File: src/rtl/msk_col_deserializer.sv
// Masked column deserializer: packs NCOLS shared W-bit columns into one shared block.
// Latency: out_valid rises the cycle after the last column is accepted; minimum block period NCOLS+1 cycles.
// Backpressure: in_ready is low while a full block waits; the block is held stable until out_ready or flush.
//
// Ports:
//   clk, rst_n          clock and asynchronous active-low reset
//   flush               synchronous abort, drops any partial or full block
//   in_valid/in_ready   column handshake, in_data = shared column (share j of bit i at i*d+j)
//   out_valid/out_ready block handshake, out_data = packed block (column k at [k*W*d +: W*d])
//   col_idx             next column slot to be filled
module msk_col_deserializer #(
  parameter int unsigned d     = 2,
  parameter int unsigned W     = 32,
  parameter int unsigned NCOLS = 4
) (
  input  logic                           clk,
  input  logic                           rst_n,
  input  logic                           flush,
  input  logic                           in_valid,
  output logic                           in_ready,
  input  logic [W*d-1:0]                 in_data,
  output logic                           out_valid,
  input  logic                           out_ready,
  output logic [NCOLS*W*d-1:0]           out_data,
  output logic [$clog2(NCOLS)-1:0]       col_idx
);

  localparam int unsigned CW = $clog2(NCOLS);
  localparam int unsigned CD = W * d;
  localparam logic [CW-1:0] LAST_COL = CW'(NCOLS - 1);

  typedef enum logic {
    FILL = 1'b0,
    FULL = 1'b1
  } state_e;

  state_e          state_q, state_d;
  logic [CW-1:0]   col_q, col_d;
  logic            accept;
  logic [NCOLS-1:0] wr_en;

  assign in_ready  = (state_q == FILL);
  assign out_valid = (state_q == FULL);
  assign col_idx   = col_q;

  // flush wins over any handshake, so a column offered alongside it is dropped.
  assign accept = in_valid & in_ready & ~flush;

  always_comb begin
    state_d = state_q;
    col_d   = col_q;
    if (flush) begin
      state_d = FILL;
      col_d   = '0;
    end else begin
      unique case (state_q)
        FILL: begin
          if (in_valid) begin
            if (col_q == LAST_COL) begin
              col_d   = '0;
              state_d = FULL;
            end else begin
              col_d = col_q + CW'(1);
            end
          end
        end
        FULL: begin
          if (out_ready) begin
            state_d = FILL;
          end
        end
        default: begin
          state_d = FILL;
          col_d   = '0;
        end
      endcase
    end
  end

  always_ff @(posedge clk or negedge rst_n) begin
    if (!rst_n) begin
      state_q <= FILL;
      col_q   <= '0;
    end else begin
      state_q <= state_d;
      col_q   <= col_d;
    end
  end

  // One plain enable-gated register bank per slot. The enable is a pure
  // function of control (slot index and handshake), so shares only ever
  // travel straight from in_data into a flop and from that flop to out_data.
  // flush leaves the banks untouched: every slot is rewritten before the
  // next block can become valid, and skipping the clear avoids extra share
  // transitions.
  for (genvar k = 0; k < NCOLS; k++) begin : g_slot
    logic [CD-1:0] slot_q;

    assign wr_en[k] = accept && (col_q == CW'(k));

    always_ff @(posedge clk or negedge rst_n) begin
      if (!rst_n) begin
        slot_q <= '0;
      end else if (wr_en[k]) begin
        slot_q <= in_data;
      end
    end

    assign out_data[k*CD +: CD] = slot_q;
  end

endmodule

File: config.mk
export PLATFORM = sky130hd
export DESIGN_NAME = msk_col_deserializer
export DESIGN_NICKNAME = d
export VERILOG_FILES = /design/src/rtl/msk_col_deserializer.sv
export SDC_FILE = /design/constraint.sdc
export NUM_CORES = 1
export LEC_CHECK = 0
export ABC_AREA = 1
export ABC_CLOCK_PERIOD_IN_PS = 1500
export BUFFER_PORTS_ARGS = -buffer_cell sky130_fd_sc_hd__buf_4
export CAP_MARGIN = 20
export CORE_ASPECT_RATIO = 0.5
export CORE_MARGIN = 2
export CORE_UTILIZATION = 46
export CTS_CLUSTER_SIZE = 20
export DETAILED_ROUTE_END_ITERATION = 8
export MAX_ROUTING_LAYER = met4
export PLACE_DENSITY = 0.76
export SLEW_MARGIN = 40
export SYNTH_ARGS = -nofsm -noshare
export SYNTH_HDL_FRONTEND = slang
export SYNTH_SLANG_ARGS = --single-unit
File: constraint.sdc
create_clock -name clk -period 1.5 [get_ports clk]
set_input_delay 0.15 -clock clk [delete_from_list [all_inputs] [get_ports clk]]
set_output_delay 0.15 -clock clk [all_outputs]
set_load 0.01 [all_outputs]
==> impl_metrics.toml <==
[cts]
root_buffer = "clkbuf_16"
cts_tree = "yes"
cts_buffers = 24
cts_buffer_depth = 3
cts_sinks = 259
cts_max_level = 1
clkLatencyLatePin_ns = 0.52
clk_pin_slew_worst_paths_ns = 0.07

[setup_path]
r2r_end = "g_slot[0].slot_q[63]$_DFFE_PN0P_"
path_buf_inv = 3
r2r_start = "col_idx[0]$_DFFE_PN0P_"
worst_path_max_delay_cell = "dfrtp_1"
crit_chain = "inv_2 -> ha_4 -> nand4_1 -> buf_4 -> clkbuf_16 -> nand2_1 -> nand2_1"
cp_max_fo = 16
critPathKind = "reg -> reg"
critPathTopFamily = "buffers and inverters"
worstRegToRegCells = 7
cp_slowest_stage_delay_ns = 0.43
cpMostUsedCell = "nand2_1"
rrSetupSlack_ns = -0.01
crit_path_end_kind = "register"
crit_arrival_ns = 1.92
critical_path.startpoint_type = "register"
crit_required_ns = 1.90

[yosys]
avgSynthCellArea_sq_um = 9.23
ys_warn_count = 0
synthCells = 1160
ys_seq_area_share_pct = 60.5
synthFlopType = "dfrtp_1"
synth-seq-cells = 259
synth_async_sr_flop_share_pct = 100
synth_nets = 1233
ys_types = 16
syn-cell-area_sq_mm = 0.0107
synth-edff-count = 0

[route]
drc_errors = 0
wirelength_mm = 35.8
drt-vias-per-instance = 5.73
dr.pass1.iters = 5
ant_nets = 0
wl_met1_mm = 14.6
top_layer_used = "met4"
drtIter0Drc = 1236
wl_per_cell_um = 19.4
wl_met3_mm = 2.46
wl_met2_mm = 17.0
vias = 10551

[power]
peakVddDrop_mv = 1.22
power.density_mw_per_mm2 = 1510
total_power_mw = 23.0
power_leakage_nw = 8.23

[run_status]
status = "complete, but fails checks"
failed_checks = "negative setup slack"

[placement]
io_buffers = 328
place.gp.congestion = 0.884
dpl_cell_area_sq_mm = 0.0136
dp.cells = 1727
hpwlAfterDp_mm = 22.6

[finish]
finalInstanceArea_sq_mm = 0.0153
layout_commonest_cell = "nand2_1"
drive_gt1_share_pct = 27.9
layout.nets = 1590
antenna_cells = 0
fillers = 1702
area_growth_pct = 42.6
finalNonFillerCells = 1842
final_cell_mix = "nand2_1, buf_4, nand4_1, dfrtp_1, dlygate4sd3_1"

[die]
dieArea_sq_mm = 0.0246
die_y_um = 112
initial_utilization_pct = 46.9
dieWidth_um = 220
ios = 329
core_sq_mm = 0.0228
rows = 39

[timing]
clock_skew_ns = 0.0116
setup_ws_ns = -0.0124
finalSetupViolations = 3
finalHoldViolCount = 0
worstMarginPinSlew_ns = 0.512
max_freq_ghz = 0.661
report.final.slew_viol_count = 0
finalCritPeriodShare_pct = 101
max-slew-margin-rel_pct = 65.9
layout_min_cycle_time_ns = 1.51
hold_ws_ns = 0.0973
grt_setup_unrepaired = "true"

[global_routing]
grt_pass1_wl_mm = 56.3
grt_max_degree = 123
antenna_found_initial = 0
grt_overflow = 0
first_global_vias = 10317
grt_usage_pct = 29.8

[min_path]
hp-class = "in -> async"

[run]
cap_violations = 0
==> worst max path at each step <==
stage,start,end,slack [ns],cells past startpoint
6_report,col_idx[0]$_DFFE_PN0P_,g_slot[0].slot_q[63]$_DFFE_PN0P_,-0.01,7
5_1_grt,col_idx[0]$_DFFE_PN0P_,g_slot[0].slot_q[44]$_DFFE_PN0P_,-0.05,7
4_1_cts,col_idx[0]$_DFFE_PN0P_,g_slot[0].slot_q[30]$_DFFE_PN0P_,-0.003,6
3_5_place_dp,col_idx[0]$_DFFE_PN0P_,g_slot[2].slot_q[32]$_DFFE_PN0P_,-0.009,5
3_3_place_gp,col_idx[0]$_DFFE_PN0P_,g_slot[2].slot_q[48]$_DFFE_PN0P_,0.09,5
2_1_floorplan,col_idx[0]$_DFFE_PN0P_,g_slot[2].slot_q[13]$_DFFE_PN0P_,-0.01,6
==> timing repair <==
| item | CTS | global route |
|---|---|---|
| hold buffers | 67 | 0 |
| gates cloned | 0 | 1 |
| setup buffers | 0 | 3 |
| gates resized for setup | 2 | 14 |
| pin swaps | 0 | 0 |
| endpoints found under the hold margin | 518 | 0 |
| setup endpoints to repair | 17 | 146 |
==> synthesized netlist by cell type (2+ instances only) <==
cell type,instances,share of area (%)
nand4_2,2,0.23
buf_4,24,1.7
nand2_1,519,18
buf_2,28,1.3
inv_2,2,0.070
ha_1,4,0.47
buf_6,2,0.21
dfrtp_1,259,61
buf_1,6,0.21
nand4_1,258,15
inv_1,3,0.11
clkbuf_1,49,1.7
==> sequential cells by signal (all words and copies together) (netlist names) <==
register and count:
g_slot.slot_q 256, out_valid 1, col_idx 2
==> cell type report <==
class | count | area, sq um | share of cell area, %
well taps | 307 | 384 | 2.51
multi-input cells | 787 | 3720 | 24.4
clock inverters | 13 | 156 | 1.02
repair buffers | 440 | 3810 | 24.9
clock buffers | 31 | 698 | 4.57
flip-flops and latches | 259 | 6480 | 42.4
inverters | 5 | 26.3 | 0.172
==> worst reg2reg max path, stage by stage (launching register included) <==
cell,delay [ns]
dfrtp_1,0.43
inv_2,0.13
ha_4,0.17
nand4_1,0.16
buf_4,0.20
clkbuf_16,0.18
nand2_1,0.07
nand2_1,0.05
==> per-stage QoR <==
step	setup WS, ns	util (%)	setup TNS, ns
after global routing	-0.0459	66.9	-1.29
after detailed placement	-0.00869	59.7	-0.00869
after floorplan	-0.0140	-	-0.701
after global placement	0.0930	59.7	0
final	-0.0124	66.9	-0.0215
after CTS	-0.00300	66.4	-0.00560
==> report_power, final <==
| group | internal, mW | switching [mW] |
|---|---|---|
| Combinational | 3.16 | 3.48 |
| Clock | 3.83 | 2.75 |
| Sequential | 8.68 | 1.11 |
| Total | 15.7 | 7.34 |
==> per-layer routing <==
| layer | global-route usage [%] | vias up |
|---|---|---|
| met4 | 14.7 | 0 |
| li1 | - | 4665 |
| met5 | - | - |
| met2 | 45.2 | 579 |
| met1 | 39.2 | 5178 |
| met3 | 4.54 | 129 |
==> cell families after synthesis <==
| logic type | count (synthesis) | synth area share (%) |
|---|---|---|
| simple gates | 782 | 33.7 |
| flops | 259 | 60.5 |
| buf+inv | 114 | 5.30 |
| fa+ha+maj | 4 | 0.467 |
| compound gates | 1 | 0.0467 |
Note: power is estimated with default switching activity, not from simulation.
